`src/rtl/palindrome_pkg.sv`:
```
// palindrome_pkg
//   Shared definitions for the 3-digit decimal palindrome generator:
//   the value range, the BCD digit width, the FSM state encoding and a helper
//   that turns the two distinct digits (d2,d1) into the binary value d2 d1 d2.
package palindrome_pkg;

  localparam int unsigned PAL_MIN = 101;
  localparam int unsigned PAL_MAX = 999;
  localparam int unsigned BCD_W   = 4;

  typedef enum logic [1:0] {
    IDLE = 2'd0,
    RUN  = 2'd1,
    DONE = 2'd2
  } state_e;

  // d2 d1 d2 = d2*100 + d1*10 + d2 = d2*101 + d1*10; max 999 fits 10 bits.
  function automatic logic [9:0] pal_value(input logic [BCD_W-1:0] d2,
                                           input logic [BCD_W-1:0] d1);
    logic [9:0] d2_ext;
    logic [9:0] d1_ext;
    d2_ext = {{(10-BCD_W){1'b0}}, d2};
    d1_ext = {{(10-BCD_W){1'b0}}, d1};
    return (d2_ext * 10'd101) + (d1_ext * 10'd10);
  endfunction

endpackage

```
`src/rtl/palindrome_step.sv`:
```
// palindrome_step
//   Combinational successor of a 3-digit palindrome given by its digits.
//   Ports:
//     d2_i, d1_i  current outer / middle BCD digit
//     wrap_i      1: 999 is followed by 101; 0: 999 is the end of the range
//     d2_o, d1_o  digits of the next palindrome
//     last_o      current value is 999 (top of the range)
module palindrome_step
  import palindrome_pkg::*;
(
  input  logic [BCD_W-1:0] d2_i,
  input  logic [BCD_W-1:0] d1_i,
  input  logic             wrap_i,
  output logic [BCD_W-1:0] d2_o,
  output logic [BCD_W-1:0] d1_o,
  output logic             last_o
);

  localparam logic [BCD_W-1:0] DIG_NINE = BCD_W'(9);
  localparam logic [BCD_W-1:0] DIG_ONE  = BCD_W'(1);
  localparam logic [BCD_W-1:0] DIG_ZERO = BCD_W'(0);

  always_comb begin
    d2_o   = d2_i;
    d1_o   = d1_i;
    last_o = (d2_i == DIG_NINE) && (d1_i == DIG_NINE);
    if (d1_i < DIG_NINE) begin
      d1_o = d1_i + DIG_ONE;
    end else if (d2_i < DIG_NINE) begin
      d1_o = DIG_ZERO;
      d2_o = d2_i + DIG_ONE;
    end else if (wrap_i) begin
      // 999 -> 101
      d2_o = DIG_ONE;
      d1_o = DIG_ZERO;
    end
    // 999 without wrap: digits hold; the caller ends the run on last_o.
  end

endmodule

```
`src/rtl/palindrome_generator.sv`:
```
// palindrome_generator
//   Streams successive 3-digit decimal palindromes (d2 d1 d2) starting at a
//   caller-supplied prefix, COUNT values, one per accepted valid/ready beat.
//   Ports:
//     clk, rst                 clock (rising edge), async active-high reset
//     start                    request pulse, honoured only in IDLE
//     start_d2, start_d1       BCD digits of the first value
//     count                    number of values to emit (>=1)
//     number                   registered binary value of the current palindrome
//     d2, d1, d0               registered BCD digits (d0 mirrors d2)
//     out_valid, out_ready     output handshake
//     busy                     high while running
//     done, truncated          one-cycle completion pulse; truncated flags a
//                              non-wrapping run that hit 999 before COUNT
//     err                      one-cycle pulse for a start with illegal inputs
module palindrome_generator
  import palindrome_pkg::*;
#(
  parameter bit WRAP  = 1'b1,
  parameter int CNT_W = 7
) (
  input  logic             clk,
  input  logic             rst,
  input  logic             start,
  input  logic [BCD_W-1:0] start_d2,
  input  logic [BCD_W-1:0] start_d1,
  input  logic [CNT_W-1:0] count,
  output logic [9:0]       number,
  output logic [BCD_W-1:0] d2,
  output logic [BCD_W-1:0] d1,
  output logic [BCD_W-1:0] d0,
  output logic             out_valid,
  input  logic             out_ready,
  output logic             busy,
  output logic             done,
  output logic             truncated,
  output logic             err
);

  localparam logic [CNT_W-1:0] CNT_ONE = CNT_W'(1);

  state_e           state_q, state_d;
  logic [BCD_W-1:0] d2_q, d2_d;
  logic [BCD_W-1:0] d1_q, d1_d;
  logic [9:0]       number_q, number_d;
  logic [CNT_W-1:0] remaining_q, remaining_d;
  logic             out_valid_q, out_valid_d;
  logic             busy_q, busy_d;
  logic             done_q, done_d;
  logic             truncated_q, truncated_d;
  logic             err_q, err_d;

  logic [BCD_W-1:0] step_d2;
  logic [BCD_W-1:0] step_d1;
  logic             step_last;
  logic             start_legal;
  logic             xfer;
  logic             final_beat;

  palindrome_step u_step (
    .d2_i   (d2_q),
    .d1_i   (d1_q),
    .wrap_i (WRAP),
    .d2_o   (step_d2),
    .d1_o   (step_d1),
    .last_o (step_last)
  );

  assign start_legal = (start_d2 != '0) && (start_d2 <= BCD_W'(9)) &&
                       (start_d1 <= BCD_W'(9)) && (count != '0);

  assign xfer = out_valid_q && out_ready;

  // The run ends on the last requested beat, or at 999 when not wrapping.
  assign final_beat = (remaining_q <= CNT_ONE) || (step_last && !WRAP);

  always_comb begin
    state_d     = state_q;
    d2_d        = d2_q;
    d1_d        = d1_q;
    number_d    = number_q;
    remaining_d = remaining_q;
    out_valid_d = out_valid_q;
    busy_d      = busy_q;
    done_d      = 1'b0;
    truncated_d = 1'b0;
    err_d       = 1'b0;

    unique case (state_q)
      IDLE: begin
        if (start) begin
          if (start_legal) begin
            d2_d        = start_d2;
            d1_d        = start_d1;
            number_d    = pal_value(start_d2, start_d1);
            remaining_d = count;
            out_valid_d = 1'b1;
            busy_d      = 1'b1;
            state_d     = RUN;
          end else begin
            err_d = 1'b1;
          end
        end
      end

      RUN: begin
        if (xfer) begin
          if (final_beat) begin
            out_valid_d = 1'b0;
            busy_d      = 1'b0;
            done_d      = 1'b1;
            truncated_d = step_last && !WRAP && (remaining_q > CNT_ONE);
            state_d     = DONE;
          end else begin
            d2_d        = step_d2;
            d1_d        = step_d1;
            number_d    = pal_value(step_d2, step_d1);
            remaining_d = remaining_q - CNT_ONE;
          end
        end
      end

      DONE: begin
        // done/truncated are visible this cycle; any start here is dropped.
        state_d = IDLE;
      end

      default: begin
        state_d     = IDLE;
        out_valid_d = 1'b0;
        busy_d      = 1'b0;
      end
    endcase
  end

  always_ff @(posedge clk or posedge rst) begin
    if (rst) begin
      state_q     <= IDLE;
      d2_q        <= '0;
      d1_q        <= '0;
      number_q    <= '0;
      remaining_q <= '0;
      out_valid_q <= 1'b0;
      busy_q      <= 1'b0;
      done_q      <= 1'b0;
      truncated_q <= 1'b0;
      err_q       <= 1'b0;
    end else begin
      state_q     <= state_d;
      d2_q        <= d2_d;
      d1_q        <= d1_d;
      number_q    <= number_d;
      remaining_q <= remaining_d;
      out_valid_q <= out_valid_d;
      busy_q      <= busy_d;
      done_q      <= done_d;
      truncated_q <= truncated_d;
      err_q       <= err_d;
    end
  end

  assign number    = number_q;
  assign d2        = d2_q;
  assign d1        = d1_q;
  assign d0        = d2_q;
  assign out_valid = out_valid_q;
  assign busy      = busy_q;
  assign done      = done_q;
  assign truncated = truncated_q;
  assign err       = err_q;

endmodule
```
`config.mk`:
```
export PLATFORM = sky130hd
export DESIGN_NAME = palindrome_generator
export DESIGN_NICKNAME = d
export VERILOG_FILES = /design/src/rtl/palindrome_pkg.sv /design/src/rtl/palindrome_step.sv /design/src/rtl/palindrome_generator.sv
export SDC_FILE = /design/constraint.sdc
export NUM_CORES = 1
export LEC_CHECK = 0
export ABC_CLOCK_PERIOD_IN_PS = 5800
export CAP_MARGIN = 20
export CORE_ASPECT_RATIO = 1.1
export CORE_MARGIN = 2
export CORE_UTILIZATION = 56
export CTS_CLUSTER_DIAMETER = 30
export DETAILED_ROUTE_END_ITERATION = 12
export PLACE_DENSITY = 0.88
export SLEW_MARGIN = 10
export SYNTH_ARGS = -nofsm -noshare
export SYNTH_HDL_FRONTEND = slang
export SYNTH_HIERARCHICAL = 1
export SYNTH_SLANG_ARGS = --single-unit
```
`constraint.sdc`:
```
create_clock -name clk -period 5.8 [get_ports clk]
set_clock_uncertainty 0.2 [all_clocks]
set_input_delay 0.87 -clock clk [delete_from_list [all_inputs] [get_ports clk]]
set_output_delay 0.87 -clock clk [all_outputs]
set_load 0.005 [all_outputs]
```
==> summary.md, run 1 <==
| Metric | Value |
|---|---|
| Outcome | finished clean |
| Worst setup margin | 1.05 ns |
| Synthesis Warnings | 6 |
| R2R depth | 18 |
| Total routed wirelength | between 7000 and 8000 um |
| Overflow after GRT | 0 |
| Worst Path Buf+Inv | 2 |
| Longest Clk Path Bufs | 2 |
| Worst R2R End | number[9] |
| CTS clock-pin slew for the worst setup and hold paths | roughly 0.06 ns |
| HP Class | reg2reg |
| Post-DP Area | between 0.003 and 0.004 mm2 |
| Tmin final | ~4.7 ns |
| Min-delay src | number[7] |
| Chip Width | ~76 um |
| Synthesis-to-layout area growth | 18.8% |
| RR Startpoint | d1[0] |
| Final clock period utilization by the worst path | between 80% and 90% |
| Initial core utilization | between 50% and 60% |
| End point of the worst hold path | number[7] |
| Cts hold-fix bufs | 0 |
| PostCTS Resize Cnt | 0 |
| Slew HR | roughly two fifths |
| CORE AREA | about 0.0057 mm2 |
| Final setup violation count | 0 |
| Final Max Tran Viols | 0 |
| Setup_tns | 0 ns |
| WHS Path Cells | 1 |
| CP peak stage delay | about 0.53 ns |
| Pin count of the biggest net entering global routing | 47 |
| Total GRT Usage | a little over a quarter |
| Crit path max fanout | 7 |
| Setup CP Type | reg2reg |
| RSZ-0062 raised after global routing | false |
| Arr. time, crit path | roughly 4.7 ns |
| Vias in the first global route | slightly below 3000 |
| Top Family by Delay on Critical Path | adder cells |
| Initial antenna violation count | 0 |
| Crit path top cell by count | ha_1 |
| # fillers | between 400 and 500 |
| Final Hold Vio Count | 0 |
| Worst setup path startpoint | d1[0] |
| Syn avg cell area | approximately 8.7 um2 |
| Total CTS buffers | 5 |
| Post-CTS setup buffers | 0 |
| Io pins | 46 |
| Max Clk Rate | approximately 210 MHz |
| Crit end category | register |
| First-pass DRT Iterations | 6 |
| Max-cap viol count | 0 |
| Ant. Diodes | 0 |
| # nets final | between 400 and 500 |
| CTS tree | yes |
| Clk root buf | clkbuf_8 |
| PortBufs | between 40 and 50 |
| Worst EP required | ~5.8 ns |
| Die area | between 0.006 and 0.007 mm2 |
| First-pass GRT wire length | about 14000 um |
| RePlAce Congestion | 0.907 |
| CP cell instances | inv_1, ha_1, nand2b_1, o211ai_1, a21boi_0, ha_1, ha_1, fa_1, xnor2_1, fa_1, inv_1, ha_1, nor3_1, o21ai_0, a31oi_1, xnor2_1, nor2_1, o22a_1 |
| Via count | about 2900 |
| Dpl hpwl | slightly below 6000 um |
| Multi-input logic area | 0.00224 mm2 |
| Clk sinks | 29 |
| Post-layout util | 67.9% |
| Post-synthesis cell count | around 370 |
| Vias/cell | between 5 and 6 |
| Die Span Y | 83.7 um |
| Place WS | 1.13 ns |
| Post-Syn Area | about 0.0032 mm2 |
| DRC viols | 0 |
| Reg area | 726 um2 |
| Critical Path Start Type | register |
| Worst-Margin Slew | a little over 0.9 ns |
| Placement row count | 29 |
| DRT iter0 DRCs | between 150 and 200 |
| Clk_lat worst skew | 0.28 ns |
| DR WL/cell | ~16 um |
| Worst R2R Setup Slack | around 1.1 ns |
| H-tree lvl count | 2 |
| Slowest cell on crit path | a21boi_0 |
| DRT antenna net count | 0 |
| Post-route cell area | 0.00384 mm2 |
| Layout cells sized above 1 | 5.33% |
[worst max path at each step]
stage	slack, ns	cells past startpoint	endpoint
after floorplan	1.60	18	number[9]
after global placement	1.25	13	number[9]
after detailed placement	1.13	18	number[9]
after CTS	1.06	18	number[9]
after global routing	0.69	18	number[9]
final	1.05	18	number[9]
[flip-flops by register name (all words and copies together) (netlist names)]
name and flops:
state_q 2, err 1, remaining_q 7, d1 4, busy 1, number 9, done 1, d0 4
[layer usage]
metal | wire [um] | vias up | GRT usage, % | share of wire [%]
met4 | 199 | 0 | 11.1 | 2.6
met3 | 442 | 17 | 3.68 | 5.7
met1 | 3120 | 1361 | 32.3 | 40
met5 | 0 | - | 0 | 0
li1 | - | 1365 | - | -
met2 | 4000 | 110 | 46.3 | 52
[stage by stage]
step / hold WS (ns) / std cells
after detailed placement: 0.297 / 481
after global placement: 0.291 / 480
final: 0.311 / 490
after floorplan: 0.305 / 376
after global routing: 0.334 / 490
after CTS: 0.312 / 489
[layout by cell type, fill, tap and decap left out, types with 4 or more instances in the layout]
cell	count
clkbuf_8	6
mux2i_1	4
fa_1	12
ha_1	56
xnor2_1	8
a21oi_1	14
dfrtp_1	29
conb_1	4
nor3_1	10
nor2b_1	8
nand2_1	43
o21ai_0	15
a21o_1	5
o22ai_1	4
clkdlybuf4s50_1	44
nand3_1	6
nor2_1	26
inv_1	41
nand2b_1	5
a31oi_1	14
[final cells by class]
cell class / instances / area share, %
tap: 77 / 2.51
clock buffer: 7 / 2.25
sequential: 29 / 18.9
timing repair buffer: 47 / 13.1
clock inverter: 1 / 0.782
inverter: 42 / 4.10
multi-input combinational: 287 / 58.4
Power of run 1 is not shown: default switching activity piles up to over one toggle a cycle in this logic, so the estimate is an artifact.
==> inputs of run 2 (changes only) <==
--- a/config.mk
+++ b/config.mk
@@ -5,7 +5,7 @@
 export SDC_FILE = /design/constraint.sdc
 export NUM_CORES = 1
 export LEC_CHECK = 0
-export ABC_CLOCK_PERIOD_IN_PS = 5800
+export ABC_CLOCK_PERIOD_IN_PS = 4600
 export CAP_MARGIN = 20
 export CORE_ASPECT_RATIO = 1.1
 export CORE_MARGIN = 2
==> constraint.sdc (replaced) <==
create_clock -name clk -period 4.6 [get_ports clk]
set_clock_uncertainty 0.2 [all_clocks]
set_input_delay 0.69 -clock clk [delete_from_list [all_inputs] [get_ports clk]]
set_output_delay 0.69 -clock clk [all_outputs]
set_load 0.005 [all_outputs]
==> summary.md, run 2 (synthesis results as in run 1) <==
| Metric | Value |
|---|---|
| Dpl hpwl | around 6000 um |
| Crit end category | register |
| Die area | approximately 0.0064 mm2 |
| Final clock period utilization by the worst path | a little over nine tenths |
| Max Clk Rate | approximately 230 MHz |
| Clk root buf | clkbuf_8 |
| Io pins | 46 |
| # fillers | between 400 and 500 |
| Post-CTS setup buffers | 0 |
| Worst R2R Setup Slack | roughly 0.22 ns |
| Clk_lat worst skew | about 0.29 ns |
| Arr. time, crit path | 4.40 ns |
| Via count | approximately 2800 |
| Max-cap viol count | 0 |
| HP Class | reg2reg |
| RR Startpoint | d0[0] |
| CORE AREA | 0.00566 mm2 |
| Commonest non-fill, non-tap cell in the layout | ha_1 |
| DRC viols | 0 |
| CTS tree | yes |
| H-tree lvl count | 2 |
| Placement row count | 29 |
| Max reg flops | 9 |
| Worst EP required | around 4.6 ns |
| Vias in the first global route | approximately 2800 |
| Ant. Diodes | 0 |
| Total CTS buffers | 5 |
| Initial core utilization | 57.2% |
| Chip Width | 76.5 um |
| Layout cells sized above 1 | roughly 7.6% |
| First-pass GRT wire length | approximately 13000 um |
| PortBufs | 44 |
| Longest Clk Path Bufs | 2 |
| DRT iter0 DRCs | approximately 200 |
| First-pass DRT Iterations | 4 |
| WHS Path Cells | 1 |
| Min-delay src | number[7] |
| Slew HR | between 40% and 50% |
| CTS clock-pin slew for the worst setup and hold paths | roughly 0.060 ns |
| R2R depth | 15 |
| RSZ-0062 raised after global routing | false |
| RePlAce Congestion | between 0.9 and 1 |
| Overflow after GRT | 0 |
| Die Span Y | between 80 and 90 um |
| Most frequent cells in the layout | 56 x ha_1, 44 x clkdlybuf4s50_1, 43 x nand2_1 |
| Worst-Margin Slew | 0.897 ns |
| Critical Path Start Type | register |
| Pin count of the biggest net entering global routing | 27 |
| Tmin final | 4.38 ns |
| DRT antenna net count | 0 |
| # nets final | between 500 and 600 |
| Final Hold Vio Count | 0 |
| Vias/cell | 5.69 |
| Final Max Tran Viols | 0 |
| Initial antenna violation count | 0 |
| DR WL/cell | between 15 and 20 um |
| Clk sinks | 29 |
| Crit path max fanout | 7 |
| Setup CP Type | reg2reg |
| Total routed wirelength | 7650 um |
| Synthesis-to-layout area growth | 20.0% |
| Final setup violation count | 0 |
| Outcome | finished clean |
| Total GRT Usage | 24.4% |
| End point of the worst hold path | number[7] |
| Setup_tns | 0 ns |
| Worst R2R End | number[8] |
[run 2: cell count changes in the layout (fill, tap and decap cells not counted), sizes merged]
cell  delta
buf      +7
[run 2: final cells by class]
cell class | instances | area, um2 | share of cell area, %
multi-input combinational | 287 | 2250 | 57.9
timing repair buffer | 54 | 536 | 13.8
sequential | 29 | 728 | 18.8
tap | 77 | 96.3 | 2.48
clock inverter | 1 | 30.0 | 0.774
inverter | 42 | 158 | 4.06
clock buffer | 7 | 86.3 | 2.22
[run 2: routing by layer]
| layer | vias to the layer above | share of wire (%) | global-route usage, % |
|---|---|---|---|
| li1 | 1378 | - | - |
| met1 | 1361 | 43 | 31.5 |
| met2 | 79 | 52 | 43.5 |
| met3 | 11 | 3.4 | 2.06 |
| met4 | 0 | 1.5 | 7.27 |
| met5 | - | 0 | 0 |
[run 2: per-stage QoR]
stage	hold slack (ns)	instance area, um2	setup WS [ns]	util [%]	cells
detailed placement	0.305	3760	0.127	66.4	489
global route	0.355	3880	0.0268	68.6	497
CTS	0.319	3870	0.0848	68.5	497
global placement	0.292	3730	0.286	65.9	488
finish	0.314	3880	0.221	68.6	497
floorplan	0.305	3240	0.401	-	376
[run 2: critical path: stages, from the launching register on]
cell      delay [ns]
dfrtp_1         0.45
inv_1           0.10
ha_1            0.22
nor2b_1         0.17
o211a_1         0.24
a22o_1          0.33
ha_1            0.35
fa_1            0.59
inv_1           0.08
fa_1            0.44
nor2b_1         0.14
o21ai_0         0.13
a21oi_1         0.33
nand3b_1        0.14
o311ai_1        0.16
a31o_2          0.23
[run 2: worst max path at each step]
| stage | to | from | cells past startpoint | slack (ns) |
|---|---|---|---|---|
| CTS | number[8] | d1[1] | 14 | 0.08 |
| global placement | number[8] | start_d1[3] | 12 | 0.29 |
| detailed placement | number[8] | start_d1[3] | 12 | 0.13 |
| global route | number[9] | d1[1] | 18 | 0.03 |
| finish | number[8] | d0[0] | 15 | 0.22 |
| floorplan | number[9] | d1[0] | 18 | 0.40 |
[run 2: what timing repair did]
item                                    in CTS  in global routing
gates resized for setup                      0                  5
hold buffers                                 0                  0
endpoints found under the setup margin       0                  3
Power of run 2 is left out for the same reason.
==> RTL change: new RTL, flow settings as in run 1 <==
The package constant `BCD_W` goes from 4 to 6.
--- a/src/rtl/palindrome_pkg.sv
+++ b/src/rtl/palindrome_pkg.sv
@@ -6,7 +6,7 @@
 
   localparam int unsigned PAL_MIN = 101;
   localparam int unsigned PAL_MAX = 999;
-  localparam int unsigned BCD_W   = 4;
+  localparam int unsigned BCD_W   = 6;
 
   typedef enum logic [1:0] {
     IDLE = 2'd0,
Ports: changed (5 resized); port bits go from 46 to 56. The function was not compared with the original's and may differ.
==> RTL change against run 1 <==
Cell count rose by 19%; global-route usage down 1.7 points; routed wire length increased by 19%; area after synthesis grew 25%; worst setup slack worse by 92 ps; first-iteration DRC count down 29%; design area up 22%; sequential cell count grew 4.
Power is left out: the tool's default activity adds up to more than one toggle a clock period on the data nets, which glitch-free logic cannot reach.
==> RTL change: results (changes against run 1) <==
* FF-to-FF path depth at 19 (+1)
* Critical Path AT at 4790 ps (+70 ps)
* Fin nets at 612 (+23%)
* H-tree depth at 2 (unchanged)
* First-pass GRT wire length at 15.5 mm (+14%)
* CP max FO at 6 (-1)
* Max FFs per register at 9 (unchanged)
* R2r startpoint: d1[0]
* Initial antenna violation count at 0 (unchanged)
* Reg2Reg Capture Point: number[9]
* Outcome: finished clean
* Clk_lat worst skew at slightly below 300 ps
* Relative slew margins at 44.0% (+4.5 points)
* Largest net degree at the start of global routing at 56 (+19%)
* Antenna diodes at 0 (unchanged)
* Clock slew at reported path FFs at about 70 ps
* Root Driver: clkbuf_8
* Final Wtd Congestion at 0.904 (-0.34%)
* Worst hold start: number[5]
* IO buf count at 54 (+23%)
* Hold Path Sink: number[5]
* Fin Hold WS at 344 ps (+33.2 ps)
* DP HPWL at 7.14 mm (+21%)
* Post-CTS setup buffer count at 0 (unchanged)
* Register-to-register setup slack at 960 ps (-90 ps)
* Fillers at 521 (+16%)
* Routed Wire Length at 9.23 mm (+19%)
* Worst min path class: reg2reg
* Fraction of layout cells with a size suffix above 1 at 5.63% (+0.31 points)
* Gr usage total at 24.7% (-1.7 points)
* Vias at 3307 (+16%)
* Max Buffers Root-to-Sink at 2 (unchanged)
* TritonCTS Buffers at 5 (unchanged)
* Cts repair resizes at 0 (unchanged)
* Initial DRT Pass Iterations at 4 (-2)
* Initial drt markers at 131 (-29%)
* Hold depth at 2 (+1)
[RTL change: cell count changes in the layout (fill, tap and decap cells not counted), sizes merged, moves of 8 or more]
cell and delta:
fa +8, clkdlybuf4s50 +10, xnor2 +12, ha +17, nand2 +11, inv +18
[RTL change: metal layers]
metal	share of wire (%)	GRT usage [%]	vias up
li1	-	-	1593
met1	42	31.4	1589
met2	50	43.2	105
met3	5.4	2.58	20
met4	2.5	9.13	0
met5	0	0	-
[RTL change: worst max path at each step]
stage | start | endpoint | depth (start not counted)
after floorplan | d1[0] | number[9] | 19
after global placement | start_d2[1] | number[9] | 15
after detailed placement | start_d2[1] | number[9] | 15
after global routing | d1[1] | number[9] | 19
final | d1[0] | number[9] | 19
after CTS | d1[0] | number[9] | 19
[RTL change: area by class of cell]
cell class                 instances  area [µm²]  area share, %
tap                               85         106           2.27
clock inverter                     1        30.0          0.642
clock buffer                       7        86.3           1.85
multi-input combinational        340        2850           60.9
timing repair buffer              56         556           11.9
sequential                        33         826           17.7
inverter                          60         225           4.81
[RTL change: through the flow]
| step | instance area, µm² | util (%) | instances | setup slack [ps] |
|---|---|---|---|---|
| floorplan | 4040 | - | 453 | 1370 |
| global placement | 4560 | 65.1 | 574 | 1020 |
| detailed placement | 4560 | 65.1 | 574 | 907 |
| CTS | 4680 | 66.8 | 582 | 960 |
| global route | 4680 | 66.8 | 582 | 683 |
| finish | 4680 | 66.8 | 582 | 959 |
[RTL change: worst max-delay path: stages, from the launching register on]
cell	delay (ps)
dfrtp_1	450
inv_1	90
ha_1	190
nand2b_4	70
a211o_1	360
and2_1	180
mux2i_1	350
ha_1	320
fa_1	440
ha_1	290
inv_1	50
fa_1	530
inv_1	50
ha_1	310
nand2_1	50
o211ai_1	230
nor2_1	70
o21bai_1	180
xnor2_1	150
o221ai_1	140
